File: config.mk
export PLATFORM = sky130hd
export DESIGN_NAME = fir_mac_core_flat
export DESIGN_NICKNAME = d
export VERILOG_FILES = /design/src/rtl/fir_mac_core_if.sv /design/src/rtl/fir_mac_core.sv /design/src/flat_wrapper.sv
export SDC_FILE = /design/constraint.sdc
export NUM_CORES = 1
export LEC_CHECK = 0
export BUFFER_PORTS_ARGS = -buffer_cell sky130_fd_sc_hd__buf_2
export CORE_UTILIZATION = 39
export DETAILED_ROUTE_END_ITERATION = 16
export SLEW_MARGIN = 20
export SYNTH_ARGS = -nofsm -noshare
export SYNTH_HDL_FRONTEND = slang
export SYNTH_SLANG_ARGS = --single-unit
File: constraint.sdc
create_clock -name clk -period 11.35 [get_ports clk]
set_input_delay 1.135 -clock clk [delete_from_list [all_inputs] [get_ports clk]]
set_output_delay 1.135 -clock clk [all_outputs]
set_load 0.02 [all_outputs]
File: src/rtl/fir_mac_core_if.sv
// Stream and coefficient-port bundle for the shared-multiplier FIR core.
// The core sits on the slave side; whatever feeds samples and coefficients
// and consumes results uses the master side.
interface fir_mac_core_if #(
    parameter int DATA_W = 8,
    parameter int COEF_W = 8,
    parameter int OUT_W  = 8,
    parameter int AW     = 3
);
    logic                     flush;
    logic                     in_valid;
    logic                     in_ready;
    logic signed [DATA_W-1:0] in_data;
    logic                     coef_we;
    logic        [AW-1:0]     coef_addr;
    logic signed [COEF_W-1:0] coef_wdata;
    logic                     out_valid;
    logic                     out_ready;
    logic signed [OUT_W-1:0]  out_data;
    logic                     busy;

    modport master (
        output flush, in_valid, in_data, coef_we, coef_addr, coef_wdata, out_ready,
        input  in_ready, out_valid, out_data, busy
    );

    modport slave (
        input  flush, in_valid, in_data, coef_we, coef_addr, coef_wdata, out_ready,
        output in_ready, out_valid, out_data, busy
    );
endinterface

File: src/rtl/fir_mac_core.sv
// Coefficient-programmable FIR filter built around a single multiplier.
// Each accepted sample is shifted into the delay line and then TAPS
// multiply-accumulate cycles run, one tap per clock. The accumulator is
// rounded half-up, arithmetically shifted and saturated into the result.
module fir_mac_core #(
    parameter int DATA_W = 8,
    parameter int COEF_W = 8,
    parameter int TAPS   = 8,
    parameter int OUT_W  = 8,
    parameter int SHIFT  = 7
) (
    input  logic clk,
    input  logic rst,
    fir_mac_core_if.slave bus
);
    localparam int AW     = $clog2(TAPS);
    localparam int PROD_W = DATA_W + COEF_W;
    localparam int ACC_W  = DATA_W + COEF_W + AW;
    localparam int RND_W  = ACC_W + 1;

    localparam logic [AW-1:0] TAP_LAST = AW'(TAPS - 1);

    // Rounding constant is half an output LSB; zero when no shift is applied.
    localparam int ROUND_I = (SHIFT > 0) ? (1 << ((SHIFT > 0) ? (SHIFT - 1) : 0)) : 0;
    localparam logic signed [RND_W-1:0] ROUND_W = RND_W'(ROUND_I);

    localparam logic signed [RND_W-1:0] OUT_MAX = RND_W'((1 << (OUT_W - 1)) - 1);
    localparam logic signed [RND_W-1:0] OUT_MIN = -OUT_MAX - RND_W'(1);

    typedef enum logic [1:0] {
        IDLE = 2'd0,
        MAC  = 2'd1,
        OUT  = 2'd2
    } state_t;

    state_t                    r_state;
    logic signed [DATA_W-1:0]  r_x [TAPS];
    logic signed [COEF_W-1:0]  r_c [TAPS];
    logic signed [ACC_W-1:0]   r_acc;
    logic        [AW-1:0]      r_tap;
    logic signed [OUT_W-1:0]   r_outData;
    logic                      r_outValid;

    logic signed [PROD_W-1:0]  w_prod;
    logic signed [ACC_W-1:0]   w_accNext;
    logic signed [RND_W-1:0]   w_rounded;
    logic signed [RND_W-1:0]   w_shifted;
    logic signed [OUT_W-1:0]   w_clamped;
    logic                      w_coefAddrOk;

    // One tap of the dot product, plus the rounded and saturated view of the
    // accumulator as it will stand after this tap.
    always_comb begin
        w_prod       = r_x[r_tap] * r_c[r_tap];
        w_accNext    = r_acc + ACC_W'(w_prod);
        w_rounded    = RND_W'(w_accNext) + ROUND_W;
        w_shifted    = w_rounded >>> SHIFT;
        w_coefAddrOk = (int'(bus.coef_addr) < TAPS);
        w_clamped    = w_shifted[OUT_W-1:0];
        if (w_shifted > OUT_MAX) begin
            w_clamped = OUT_MAX[OUT_W-1:0];
        end else if (w_shifted < OUT_MIN) begin
            w_clamped = OUT_MIN[OUT_W-1:0];
        end
    end

    // Sequencer: accept a sample, walk the taps, then hold the result until taken.
    // Coefficient writes are only honoured while idle so a sample in flight
    // always sees one consistent coefficient set.
    always_ff @(posedge clk or posedge rst) begin
        if (rst) begin
            r_state    <= IDLE;
            r_acc      <= '0;
            r_tap      <= '0;
            r_outData  <= '0;
            r_outValid <= 1'b0;
            for (int k = 0; k < TAPS; k++) begin
                r_x[k] <= '0;
                r_c[k] <= '0;
            end
        end else if (bus.flush) begin
            r_state    <= IDLE;
            r_acc      <= '0;
            r_tap      <= '0;
            r_outValid <= 1'b0;
            for (int k = 0; k < TAPS; k++) begin
                r_x[k] <= '0;
            end
        end else begin
            case (r_state)
                IDLE: begin
                    if (bus.coef_we && w_coefAddrOk) begin
                        r_c[bus.coef_addr] <= bus.coef_wdata;
                    end
                    if (bus.in_valid) begin
                        r_x[0] <= bus.in_data;
                        for (int k = 1; k < TAPS; k++) begin
                            r_x[k] <= r_x[k-1];
                        end
                        r_acc   <= '0;
                        r_tap   <= '0;
                        r_state <= MAC;
                    end
                end
                MAC: begin
                    r_acc <= w_accNext;
                    r_tap <= r_tap + 1'b1;
                    if (r_tap == TAP_LAST) begin
                        r_tap      <= '0;
                        r_outData  <= w_clamped;
                        r_outValid <= 1'b1;
                        r_state    <= OUT;
                    end
                end
                OUT: begin
                    if (bus.out_ready) begin
                        r_outValid <= 1'b0;
                        r_state    <= IDLE;
                    end
                end
                default: begin
                    r_state <= IDLE;
                end
            endcase
        end
    end

    assign bus.in_ready  = (r_state == IDLE);
    assign bus.busy      = (r_state != IDLE);
    assign bus.out_valid = r_outValid;
    assign bus.out_data  = r_outData;

endmodule

File: src/flat_wrapper.sv
// flat-port wrapper written by rule: the top's interface ports become plain ports
module fir_mac_core_flat 
#(
    parameter int DATA_W = 8,
    parameter int COEF_W = 8,
    parameter int TAPS   = 8,
    parameter int OUT_W  = 8,
    parameter int SHIFT  = 7
)
  (clk, rst, bus_flush, bus_in_valid, bus_in_data, bus_coef_we, bus_coef_addr, bus_coef_wdata, bus_out_ready, bus_in_ready, bus_out_valid, bus_out_data, bus_busy);
  fir_mac_core_if #(.DATA_W(DATA_W), .COEF_W(COEF_W), .OUT_W(OUT_W), .AW(($clog2(TAPS)))) bus_i ();
  input  logic clk;
  input  logic rst;
  input wire logic [$bits(bus_i.flush)-1:0] bus_flush;
  input wire logic [$bits(bus_i.in_valid)-1:0] bus_in_valid;
  input wire logic [$bits(bus_i.in_data)-1:0] bus_in_data;
  input wire logic [$bits(bus_i.coef_we)-1:0] bus_coef_we;
  input wire logic [$bits(bus_i.coef_addr)-1:0] bus_coef_addr;
  input wire logic [$bits(bus_i.coef_wdata)-1:0] bus_coef_wdata;
  input wire logic [$bits(bus_i.out_ready)-1:0] bus_out_ready;
  output wire logic [$bits(bus_i.in_ready)-1:0] bus_in_ready;
  output wire logic [$bits(bus_i.out_valid)-1:0] bus_out_valid;
  output wire logic [$bits(bus_i.out_data)-1:0] bus_out_data;
  output wire logic [$bits(bus_i.busy)-1:0] bus_busy;
  assign bus_i.flush = bus_flush;
  assign bus_i.in_valid = bus_in_valid;
  assign bus_i.in_data = bus_in_data;
  assign bus_i.coef_we = bus_coef_we;
  assign bus_i.coef_addr = bus_coef_addr;
  assign bus_i.coef_wdata = bus_coef_wdata;
  assign bus_i.out_ready = bus_out_ready;
  assign bus_in_ready = bus_i.in_ready;
  assign bus_out_valid = bus_i.out_valid;
  assign bus_out_data = bus_i.out_data;
  assign bus_busy = bus_i.busy;
  fir_mac_core #(.DATA_W(DATA_W), .COEF_W(COEF_W), .TAPS(TAPS), .OUT_W(OUT_W), .SHIFT(SHIFT)) u_core (.clk(clk), .rst(rst), .bus(bus_i));
endmodule
# Word level (Yosys, flattened, before mapping)
# Cells that the tools add are included.
# W data, S select, Z words.
[totals]
romBits = 0
wordCells = 82
out_inout_bits = 11
mem_count = 0
in_bits = 25
ff_bits = 161
ram_bits = 0
latch_bits = 0
[op_classes]
div = 0
shifts = 0
n_eq_ne = 6
mux = 30
magnitude_cmp = 5
bitwise = 3
mul = 1
reduce_logical = 13
n_addsub = 3
[ops]
columns = ["operator", "count"]
rows = [
  ["$mux W64", 3],
  ["$bwmux W64", 1],
  ["$mux W8", 7],
  ["$bmux W8 S3", 2],
  ["$mux W19", 2],
  ["$pmux W19 S2", 1],
  ["$demux W8 S3", 1],
  ["$add A19 B8 Y20 const B", 1],
  ["$add A19 B16 Y19", 1],
  ["$mul A8 B8 Y16", 1],
  ["$gt A13 B8 Y1 const B", 1],
  ["$lt A13 B8 Y1 const B", 1],
  ["$reduce_and A3 Y1", 4],
  ["$mux W3", 3],
  ["$ge A4 B4 Y1 const B", 2],
  ["$mux W2", 4],
  ["$not A3 Y4", 2],
  ["$ne A3 B3 Y1 const B", 2],
  ["$pmux W2 S3", 1],
  ["$pmux W3 S2", 1],
  ["$reduce_bool A2 Y1", 3],
  ["$reduce_bool A3 Y1", 2],
  ["$lt A4 B1 Y1 const B", 1],
  ["$reduce_and A2 Y1", 2],
  ["other kinds (10)", 12],
]

# Longest topological paths before layout
# Gate-level depths: netlist of run 1.
[depth]
depth_word = 10
ltp_mapped = 26
depth_no_buf = 23

# Worst setup path before layout of run 1
# Ideal clock, no wire load.
[synth_timing]
kind = "reg-to-reg"
startpoint = "reg u_core.r_tap[1]"
endpoint = "reg u_core.r_outData[2] (netlist: u_core.bus.out_data[2])"
synth_period_minus_slack_ps = 7627
stages_incl_launch_ff = 22
path_slack_ps = 3723
setup_time_ps = 136
t_arrival_ps = 7491
path_cell_list = "dfrtp_1 clkbuf_1 buf_1 buf_1 mux4_2 mux2_2 nor2b_1 fa_1 fa_1 fa_1 fa_1 ha_1 ha_1 a2111oi_4 o21ai_2 a221o_1 a2111oi_2 a21oi_1 xnor2_2 a41oi_2 a211oi_4 o22ai_1"
[synth_between]
elab_chain_len = 10
elab_cells_between_ends = 16
cone_classes = "add/sub: 2; mul: 1; order compare: 2; eq/ne: 1; mux: 8; bitwise: 1; reduce/logical: 1"
[synth_lines]
columns = ["item", "line", "rtl"]
rows = [
  ["start: declaration", "fir_mac_core.sv:40", "logic [AW-1:0] r_tap;"],
  ["start signal: assignment", "fir_mac_core.sv:107", "r_tap <= r_tap + 1'b1;"],
  ["$not A3 Y4 (implied by the code)", "fir_mac_core.sv:54", "w_prod = r_x[r_tap] * r_c[r_tap];"],
  ["$bmux W8 S3", "fir_mac_core.sv:54", ""],
  ["$mux W8 (implied by the code) (2 in series)", "fir_mac_core.sv:54", ""],
  ["$mul A8 B8 Y16", "fir_mac_core.sv:54", ""],
  ["$add A19 B16 Y19", "fir_mac_core.sv:55", "w_accNext = r_acc + ACC_W'(w_prod);"],
  ["$add A19 B8 Y20", "fir_mac_core.sv:56", "w_rounded = RND_W'(w_accNext) + ROUND_W;"],
  ["$lt A13 B8 Y1", "fir_mac_core.sv:62", "end else if (w_shifted < OUT_MIN) begin"],
  ["$mux W8", "fir_mac_core.sv:62", ""],
  ["$mux W8", "fir_mac_core.sv:60", "if (w_shifted > OUT_MAX) begin"],
  ["end signal: assignment", "fir_mac_core.sv:110", "r_outData <= w_clamped;"],
  ["end: declaration", "fir_mac_core.sv:41", "logic signed [OUT_W-1:0] r_outData;"],
]
# Several ways; a longest one is shown, not always the timed one. The select of a mux whose other input is x is not followed.
# A chain may end at the register's enable or synchronous reset.

# Worst setup path in the final report of run 1
[layout_timing]
startpoint = "reg u_core.r_tap[1]"
endpoint = "reg u_core.r_outData[3] (netlist: u_core.bus.out_data[3])"
# The elaborated chain is that of the path after synthesis.

==> results.md, run 1 <==
- Status: finished, final reports clean
- Htree depth: 4
- Clock slew at reported path FFs: 80 ps
- CTS Buffer Depth: 2
- Crit path to: u_core.bus.out_data[3]
- Overflow after GRT: 0
- DRC viols: 0
- Vias/cell: 5.18
- RePlAce Congestion: 0.838
- Postcts setup bufs: 0
- Max-slew violations: 0
- Number of global-route vias before repair: 7590
- Max FO, Critical Path: 23
- Area grow syn2layout: 10.9%
- WS Path Type: reg -> reg
- CTS root buf: clkbuf_16
- Cell Pwr Density: 214 nW/um^2
- Pin count of the biggest net entering global routing: 98
- Initial antenna violation count: 1
- Synthesized area per cell: 11.1 um^2
- Max-cap violations: 0
- Slew HR: 0.362
- I/O Pins: 36
- Antenna Violating Nets Remaining: 0
- Vias post-DR: 7264
- Period utilization: 0.708
- Antenna cells: 0
- Share of cells above drive strength 1: 0.215
- Drt total wl: 23800 um
- Hold-fix buffers at CTS: 0
- First-pass GRT wire length: 40400 um
- Post-layout minimum cycle time: 8030 ps
- Hold Path Class: reg -> reg
- TritonCTS buffer count: 17
- Synth area leaders: dfrtp_1 37%, fa_1 15%, mux2_2 7.0%
- Filler instances: 2600
- Clock Latency Late Sink: 440 ps
- Final setup skew: 13.3 ps
- Commonest cells post-synth: 161 x dfrtp_1, 153 x nand2_1, 90 x inv_1
- Synth warn: 0
- Seq/Total Area, Yosys: 0.367
- Static Leak: 5.50 nW
- Req. time, crit path: 11650 ps
- Initial drt markers: 459
- Arrival time worst endpoint: 8330 ps
- Core area: 27700 um^2
- Num Clock Sinks: 161
- Setup TNS: 0 ps
- Final setup fails: 0
- I/O Buffers: 35
- Share of flip-flops with an asynchronous set or reset: 1.00
- Reg2reg start: u_core.r_tap[1]
- TritonCTS clock tree: yes
- Critical Path Source: u_core.r_tap[1]
- Yosys cell types: 73
- Area of the mapped netlist: 11000 um^2
- Initial Util: 0.396
- Total global-route track usage: 0.179
- Reg-to-reg setup timing slack: 3320 ps
- VDD IR max: 0.114 mV
- Mapped Cells: 992
- Worst r2r path cells: 21
- Final HPWL DP: 16600 um
- Share of the synthesized area in the top cell type: 0.367
- RSZ-0062 raised after global routing: no
- Net Count, Synth: 1148
- Flops & latches, synth: 161
- Fmax: 125 MHz
- Post-cts resize count: 0
- Top FF cell, synth: dfrtp_1
- Final #Nets: 1168
- Post-synth EDFFs: 0
- Startpoint types: flip-flop
- Area leader, netlist: dfrtp_1
- Die area: 28800 um^2
- Slew @ Worst Pin: 953 ps
- Worst R2R End: u_core.bus.out_data[3]
- WL/cell: 16.9 um
- Die Y: 170 um
- Worst Setup End Kind: flip-flop
- Fin. Hold Viols: 0
- Total chip power: 0.00260 W
- Die X: 170 um
- Std cell rows: 61
- Most common cell in the netlist: dfrtp_1
- 1st-pass router iterations: 5
-- through the flow --
| step | setup WS, ps | instances | hold WS [ps] | area (um^2) | utilization |
|---|---|---|---|---|---|
| 2_1_floorplan | 3720 | 992 | 466 | 11000 | - |
| 3_3_place_gp | 3310 | 1371 | 473 | 11500 | 0.417 |
| 3_5_place_dp | 3350 | 1371 | 469 | 11500 | 0.417 |
| 4_1_cts | 3330 | 1403 | 487 | 12200 | 0.439 |
| 5_1_grt | 2840 | 1403 | 518 | 12200 | 0.439 |
| 6_report | 3320 | 1403 | 478 | 12200 | 0.439 |
-- layout by cell type (no fill, tap or decap), types with 3 or more instances in the layout --
master,synthesis,layout
a21o_1,3,3
a21oi_1,74,74
a22o_1,16,16
buf_2,1,35
buf_4,1,12
clkbuf_16,0,17
clkinv_8,0,6
dfrtp_1,161,160
fa_1,84,84
ha_1,47,47
inv_1,90,89
inv_6,0,5
mux2_2,68,68
mux2i_1,16,16
mux4_2,32,32
nand2_1,153,152
nand2b_1,14,14
nand3_1,5,5
nor2_1,62,61
nor2b_1,5,5
nor3b_1,4,4
o21ai_0,17,17
o22ai_1,6,6
or2_2,7,7
xnor2_1,15,15
xor2_1,5,5
-- per-layer routing --
metal  vias up  GRT usage  part of all wire
met5         -          0                 0
met4         0     0.0411             0.011
met3        19     0.0299             0.033
met2       117      0.279              0.46
met1      3726      0.259              0.50
li1       3402          -                 -
-- state kept, by name, summed over array words and instances (netlist names) --
name and flops:
u_core.bus.out_data 8, u_core.r_acc 19, u_core.r_tap 3, u_core.r_state 2
u_core.r_x 64, u_core.bus.out_valid 1, u_core.r_c 64
-- kinds of logic (layout without fill, tap and decap cells) --
kind of cell | Yosys count | in the layout | share of synthesized area
AO/OA/AOI/OAI | 151 | 151 | 0.0959
adder cells (fa/ha/maj) | 131 | 131 | 0.207
multiplexers | 116 | 116 | 0.150
buffers and inverters | 136 | 169 | 0.0472
AND/OR/NAND/NOR | 273 | 273 | 0.111
XOR/XNOR | 24 | 24 | 0.0219
flip-flops | 161 | 161 | 0.367
-- layout make-up --
type                    count  area, um^2  area share
flip-flops and latches    161        4030       0.331
inverters                  90         343      0.0282
clock buffers              17         425      0.0350
well taps                 378         473      0.0389
clock inverters            15         196      0.0161
repair buffers             47         265      0.0218
multi-input cells         695        6440       0.529
-- worst min path at each step --
stage | from | endpoint | slack, ps | cells after the start
global route | u_core.bus.out_data[7] | u_core.bus.out_data[7] | 520 | 2
CTS | u_core.bus.out_data[7] | u_core.bus.out_data[7] | 490 | 2
floorplan | u_core.r_acc[1] | u_core.r_acc[1] | 470 | 1
detailed placement | u_core.bus.out_data[7] | u_core.bus.out_data[7] | 470 | 2
global placement | u_core.bus.out_data[7] | u_core.bus.out_data[7] | 470 | 2
finish | u_core.bus.out_data[7] | u_core.bus.out_data[7] | 480 | 2
-- power by group --
group / internal [W] / switching (W)
registers: 0.000653 / 0.0000554
logic: 0.000538 / 0.000747
clock network: 0.000303 / 0.000302
-- critical path, stage by stage (launching register included) --
cell and delay [ps]:
dfrtp_1 730, buf_4 480, mux4_2 560, mux2i_1 640, nor2_1 250, fa_1 540, inv_1 150, fa_1 560
inv_1 50, fa_1 500, fa_1 490, ha_1 310, ha_1 410, a2111oi_4 400, o21ai_2 120, a221o_1 340
a2111oi_2 370, a21oi_1 110, xnor2_2 230, a41oi_2 90, a211oi_4 390, o22ai_1 150
Note: power is estimated with default switching activity, not from simulation.
==> run 2, diff against run 1 <==
Clock period 11.35 ns to 8 ns, I/O delays scaled along.
==> run 2 against run 1 <==
  * Sequential power grew 41%
  * Count of clock-buffer cells in the layout is the same
  * Cell count grew 0.86%
  * Worst hold slack gained 1.4 ps
  * Clock skew grew 7.8 ps
  * First-iteration DRC count shrank 15%
  * Sequential share of layout area shrank 0.24 points
  * Core utilization grew 0.34 points
==> results.md, run 2 (synthesized netlist as in run 1, its figures left out) <==
- Std cell rows: 61 (unchanged)
- Total chip power: 0.00369 W (+42%)
- Postcts setup bufs: 0 (unchanged)
- Post-place setup slack: 403 ps (-2940 ps)
- Clock slew at reported path FFs: 80 ps (about the same)
- Setup WS post-layout: 709 ps (-2610 ps)
- Hold Path Class: reg -> reg
- Arrival time worst endpoint: 7580 ps (-750 ps)
- Initial drt markers: 391 (-15%)
- Top Registers: u_core.r_c x64, u_core.r_x x64, u_core.r_acc x19
- Initial antenna violation count: 0 (-1)
- CTS root buf: clkbuf_16
- Clock Latency Late Sink: 440 ps (about the same)
- Core area: 27700 um^2 (unchanged)
- Hold-fix buffers at CTS: 0 (unchanged)
- Fin. Hold Viols: 0 (unchanged)
- Cell Pwr Density: 301 nW/um^2 (+41%)
- RSZ-0062 raised after global routing: no
- Die Y: 170 um (unchanged)
- Final HPWL DP: 16100 um (-2.8%)
- Req. time, crit path: 8290 ps (-3360 ps)
- Most common library cell in the layout ignoring fill and taps: dfrtp_1
- Sw Pwr: 0.00155 W (+41%)
- TritonCTS clock tree: yes
- Max-slew violations: 0 (unchanged)
- Drt total wl: 22900 um (-3.7%)
- RePlAce Congestion: 0.817 (-2.5%)
- Initial Util: 0.396 (unchanged)
- Worst r2r path cells: 21 (unchanged)
- Final setup skew: 21.1 ps (+7.84 ps)
- Total global-route track usage: 0.174 (-0.00445)
- Gate power share: 0.498 (+0.003)
- Sw frac: 0.421 (-0.00398)
- Sequential fraction of design power: 0.271 (-0.002)
- Final #Nets: 1180 (+1.0%)
- Overflow after GRT: 0 (unchanged)
- Max-cap violations: 0 (unchanged)
- First-pass GRT wire length: 39800 um (-1.5%)
- Hold Crit Depth: 2 (unchanged)
- Commonest cells after routing, fill and taps aside: 159 x dfrtp_1, 152 x nand2_1, 89 x inv_1
- Pin count of the biggest net entering global routing: 87 (-11%)
- Max FO, Critical Path: 13 (-43%)
- WS Path Type: reg -> reg
- Status: finished, final reports clean
- P_int: 0.00214 W (+43%)
- Vias/cell: 5.06 (-2.2%)
- VDD IR max: 0.161 mV (+40%)
- Area grow syn2layout: 11.8%
- Static Leak: 5.56 nW (+1.0%)
- Filler instances: 2592 (-0.31%)
- Clock power share: 0.231 (-0.002)
- Die X: 170 um (unchanged)
- Number of global-route vias before repair: 7585 (-0.066%)
- I/O Pins: 36 (unchanged)
- I/O Buffers: 35 (unchanged)
- Share of cells above drive strength 1: 0.224 (+0.00909)
- CTS Buffer Depth: 2 (unchanged)
- Num Clock Sinks: 161 (unchanged)
- Antenna cells: 0 (unchanged)
- TritonCTS buffer count: 17 (unchanged)
- Antenna Violating Nets Remaining: 0 (unchanged)
- Slew HR: 0.343 (-0.0200)
- Startpoint types: flip-flop
- Post-layout minimum cycle time: 7290 ps (-740 ps)
- Period utilization: 0.911 (+0.204)
- Setup TNS: 0 ps (unchanged)
- Vias post-DR: 7162 (-1.4%)
- Worst Setup End Kind: flip-flop
- Htree depth: 4 (unchanged)
- Fmax: 137 MHz (+10%)
- Final setup fails: 0 (unchanged)
- Slew @ Worst Pin: 986 ps (+33.4 ps)
- Die area: 28800 um^2 (unchanged)
- WL/cell: 16.2 um (-4.6%)
- DRC viols: 0 (unchanged)
- 1st-pass router iterations: 5 (unchanged)
## run 2: cell types whose count changed in the layout (fill, tap and decap cells not counted), sizes merged
cell / delta
buf: +12
clkinv: -1
inv: +1
## run 2: power groups by stage
stage | clock network, W | logic [W] | registers, W
2_1_floorplan | 0 | 0.00147 | 0.000997
3_3_place_gp | 0 | 0.00182 | 0.00102
3_5_place_dp | 0 | 0.00184 | 0.00102
4_1_cts | 0.000874 | 0.00186 | 0.00100
5_1_grt | 0.000903 | 0.00208 | 0.00102
6_report | 0.000851 | 0.00184 | 0.00100
## run 2: repair_timing
action	in CTS	in global routing
resized for setup	0	1
hold endpoints to repair	0	0
setup endpoints to repair	0	7
## run 2: path summary, 6_finish.rpt
kind	start	to	slack (ps)
max	u_core.r_tap[1]	u_core.bus.out_data[1]	710
min	u_core.bus.out_data[7]	u_core.bus.out_data[7]	480
max reg2reg	u_core.r_tap[1]	u_core.bus.out_data[1]	710
min reg2reg	u_core.bus.out_data[7]	u_core.bus.out_data[7]	480
max in group asynchronous	rst	u_core.r_tap[1]	5930
min in group asynchronous	rst	u_core.r_x[61]	520
## run 2: worst max-delay path, cell delays in order (launching register included)
cell and delay, ps:
dfrtp_2 600, buf_4 280, mux4_2 320, mux2i_1 560, nor2_1 170, fa_1 560
inv_1 50, fa_1 470, inv_1 50, fa_1 500, fa_1 580, fa_1 430
ha_1 420, o21ai_0 360, nor4b_1 90, nand4b_1 310, and2_2 310, nand4_2 130
mux2i_1 240, a41oi_2 170, a211oi_4 400, o22ai_1 130
## run 2: metrics by stage
| step | util | hold WS (ps) | area (um^2) | instances |
|---|---|---|---|---|
| 2_1_floorplan | - | 466 | 11000 | 992 |
| 3_3_place_gp | 0.420 | 463 | 11600 | 1383 |
| 3_5_place_dp | 0.420 | 469 | 11600 | 1383 |
| 4_1_cts | 0.443 | 488 | 12300 | 1415 |
| 5_1_grt | 0.443 | 526 | 12300 | 1415 |
| 6_report | 0.443 | 480 | 12300 | 1415 |
## run 2: metal layers
metal  GRT usage  part of all wire  vias up
met2       0.269              0.46       82
met1       0.257              0.51     3644
li1            -                 -     3425
met5           0                 0        -
met4      0.0392            0.0074        0
met3      0.0280             0.027       11
## run 2: layout make-up
cell class / count / area (um^2) / area share
multi-input cells: 695 / 6430 / 0.524
well taps: 378 / 473 / 0.0386
inverters: 90 / 343 / 0.0280
flip-flops and latches: 161 / 4030 / 0.329
repair buffers: 59 / 368 / 0.0300
clock buffers: 17 / 425 / 0.0347
clock inverters: 15 / 194 / 0.0158
==> run 3, diff against run 2 <==
Settings changed: ABC_AREA set to 1.
Clock period 8 ns to 6.34 ns, I/O delays scaled along.
==> run 3 against run 2 <==
  * Area after synthesis is 4.2% higher
  * Wire length grew 38%
  * Sequential cell count did not move
  * Fmax up 17%
  * Cell count increased by 41%
  * Non-clock buffer count up 145
  * Die area grew 4.2%
  * Critical path depth rose by 11
  * Register-to-register slack worse by 610 ps
  * Sequential share of layout area fell by 6.4 points
==> results.md, run 3 <==
- Status: finished, final reports clean
- Slew @ Worst Pin: 1070 ps (+83.8 ps)
- WS Path Type: reg -> reg
- Share of the synthesized area in the top cell type: 0.352 (-0.0149)
- Fin. Hold Viols: 0 (unchanged)
- Design Area, Final: 15200 um^2 (+24%)
- Req. time, crit path: 6710 ps (-1580 ps)
- Mapped Cells: 1430 (+44%)
- Yosys cell types: 33 (-55%)
- RSZ-0062 raised after global routing: yes
- Max FO, Critical Path: 8 (-5)
- Hold Path Class: in -> async
- Most common cell in the netlist: nand2_1
- TritonCTS buffer count: 17 (unchanged)
- Total global-route track usage: 0.207 (+0.0327)
- Number of global-route vias before repair: 10100 (+33%)
- Buf+Inv Stages, Crit Path: 8 (+5)
- Commonest cells after routing, fill and taps aside: 227 x nand2_1, 186 x inv_1, 171 x o21ai_0
- Slowest-stage cell, CP: fa_1
- Htree depth: 4 (unchanged)
- Max-cap violations: 0 (unchanged)
- Worst R2R End: u_core.bus.out_data[0]
- Final setup skew: 14.2 ps (-6.94 ps)
- Share of cells above drive strength 1: 0.294 (+0.0704)
- Reg-to-reg setup timing slack: 100 ps (-610 ps)
- Top FF cell, synth: dfrtp_1
- Period utilization: 0.985 (+0.0732)
- Initial drt markers: 740 (+89%)
- RePlAce Congestion: 0.876 (+7.2%)
- Share of flip-flops with an asynchronous set or reset: 1.00 (unchanged)
- Area grow syn2layout: 33.0%
- Arrival time worst endpoint: 6620 ps (-960 ps)
- DRC viols: 0 (unchanged)
- First-pass GRT wire length: 50300 um (+27%)
- Vias/cell: 5.15 (+1.7%)
- Clock Latency Late Sink: 440 ps (about the same)
- Top Registers: u_core.r_c x64, u_core.r_x x64, u_core.r_acc x19
- Net Count, Synth: 1586 (+38%)
- Reg2reg start: u_core.r_tap[0]
- Core area: 28800 um^2 (+3.9%)
- Largest stage delay, worst path: 570 ps (-30 ps)
- I/O Buffers: 35 (unchanged)
- Vias post-DR: 10300 (+43%)
- I/O Pins: 36 (unchanged)
- Flops & latches, synth: 161 (unchanged)
- Commonest cells post-synth: 284 x nand2_1, 213 x inv_1, 213 x o21ai_0
- Die area: 30000 um^2 (+4.2%)
- Post-synth EDFFs: 0 (unchanged)
- Num Clock Sinks: 161 (unchanged)
- 1st-pass router iterations: 5 (unchanged)
- Pin count of the biggest net entering global routing: 95 (+9.2%)
- Clock slew at reported path FFs: 70 ps (about the same)
- Synth warn: 0 (unchanged)
- Area leader, netlist: dfrtp_1
- Drt total wl: 31700 um (+38%)
- Final Util: 0.528 (+0.0858)
- Antenna cells: 0 (unchanged)
- Max-slew violations: 0 (unchanged)
- Die X: 173 um (+2.1%)
- Final setup fails: 0 (unchanged)
- Crit path depth: 32 (+52%)
- Setup TNS: 0 ps (unchanged)
- WL/cell: 15.9 um (-1.6%)
- Synthesized area per cell: 8.00 um^2 (-28%)
- Most common library cell in the layout ignoring fill and taps: nand2_1
- Std cell rows: 62 (+1.6%)
- Fmax: 160 MHz (+17%)
- Startpoint types: flip-flop
- Post-layout minimum cycle time: 6240 ps (-1050 ps)
- Overflow after GRT: 0 (unchanged)
- Worst r2r path cells: 32 (+52%)
- Slew HR: 0.285 (-0.0576)
- Initial antenna violation count: 0 (unchanged)
- Final #Nets: 1751 (+48%)
- CP delay by family, top: adder cells
- Seq/Total Area, Yosys: 0.352 (-0.0149)
- Worst Setup End Kind: flip-flop
- Antenna Violating Nets Remaining: 0 (unchanged)
- Area of the mapped netlist: 11400 um^2 (+4.2%)
- Die Y: 173 um (+2.1%)
- CTS root buf: clkbuf_16
- Synth area leaders: dfrtp_1 35%, fa_1 15%, nand2_1 9.3%
- Initial Util: 0.397 (+0.00138)
- Placed Area: 12900 um^2 (+11%)
- Final HPWL DP: 20900 um (+30%)
- TritonCTS clock tree: yes
- Filler instances: 2575 (-0.66%)
- CTS Buffer Depth: 2 (unchanged)
-- run 3: per-layer routing --
| metal | GRT usage | wire length (um) | part of all wire | vias to the layer above |
|---|---|---|---|---|
| li1 | - | - | - | 4934 |
| met1 | 0.288 | 14300 | 0.45 | 5014 |
| met2 | 0.340 | 15500 | 0.49 | 252 |
| met3 | 0.0281 | 1230 | 0.039 | 55 |
| met4 | 0.0546 | 675 | 0.021 | 0 |
| met5 | 0 | 0 | 0 | - |
-- run 3: worst max-delay path by stage --
stage,from,endpoint,slack (ps)
2_1_floorplan,u_core.r_tap[0],u_core.bus.out_data[0],8
3_3_place_gp,u_core.r_tap[0],u_core.bus.out_data[6],-420
3_5_place_dp,u_core.r_tap[0],u_core.bus.out_data[5],-450
4_1_cts,u_core.r_tap[0],u_core.bus.out_data[5],3
5_1_grt,u_core.r_tap[0],u_core.bus.out_data[5],-220
6_report,u_core.r_tap[0],u_core.bus.out_data[0],100
-- run 3: metrics by stage --
step	setup WS, ps	std cells	hold slack (ps)
after global placement	-420	1907	461
final	97.9	1992	364
after floorplan	8.34	1430	448
after detailed placement	-454	1907	468
after CTS	3.20	1939	401
after global routing	-218	1992	449
-- run 3: what timing repair did --
action,4_1_cts,5_1_grt
gates cloned,0,10
pin swaps,1,99
setup buffers,0,43
gates resized for setup,28,293
hold buffers,0,0
setup endpoints to repair,8,8
-- run 3: area by class of cell --
class / count / area, um^2 / share of cell area
Clock buffer: 20 / 457 / 0.0300
Sequential cell: 161 / 4030 / 0.265
Clock inverter: 12 / 169 / 0.0111
Inverter: 220 / 853 / 0.0561
Timing Repair Buffer: 204 / 1810 / 0.119
Multi-Input combinational cell: 991 / 7410 / 0.487
Tap cell: 384 / 480 / 0.0316
-- run 3: cell families after synthesis --
kind of cell,count (synthesis),share of synthesized area
compound gates,294,0.136
simple gates,551,0.210
xor+xnor,15,0.0115
fa+ha+maj,131,0.198
flops,161,0.352
buf+inv,278,0.0915
Power of run 3 is left out: the tool's default activity adds up to more than one toggle a clock period on the data nets, which glitch-free logic cannot reach.
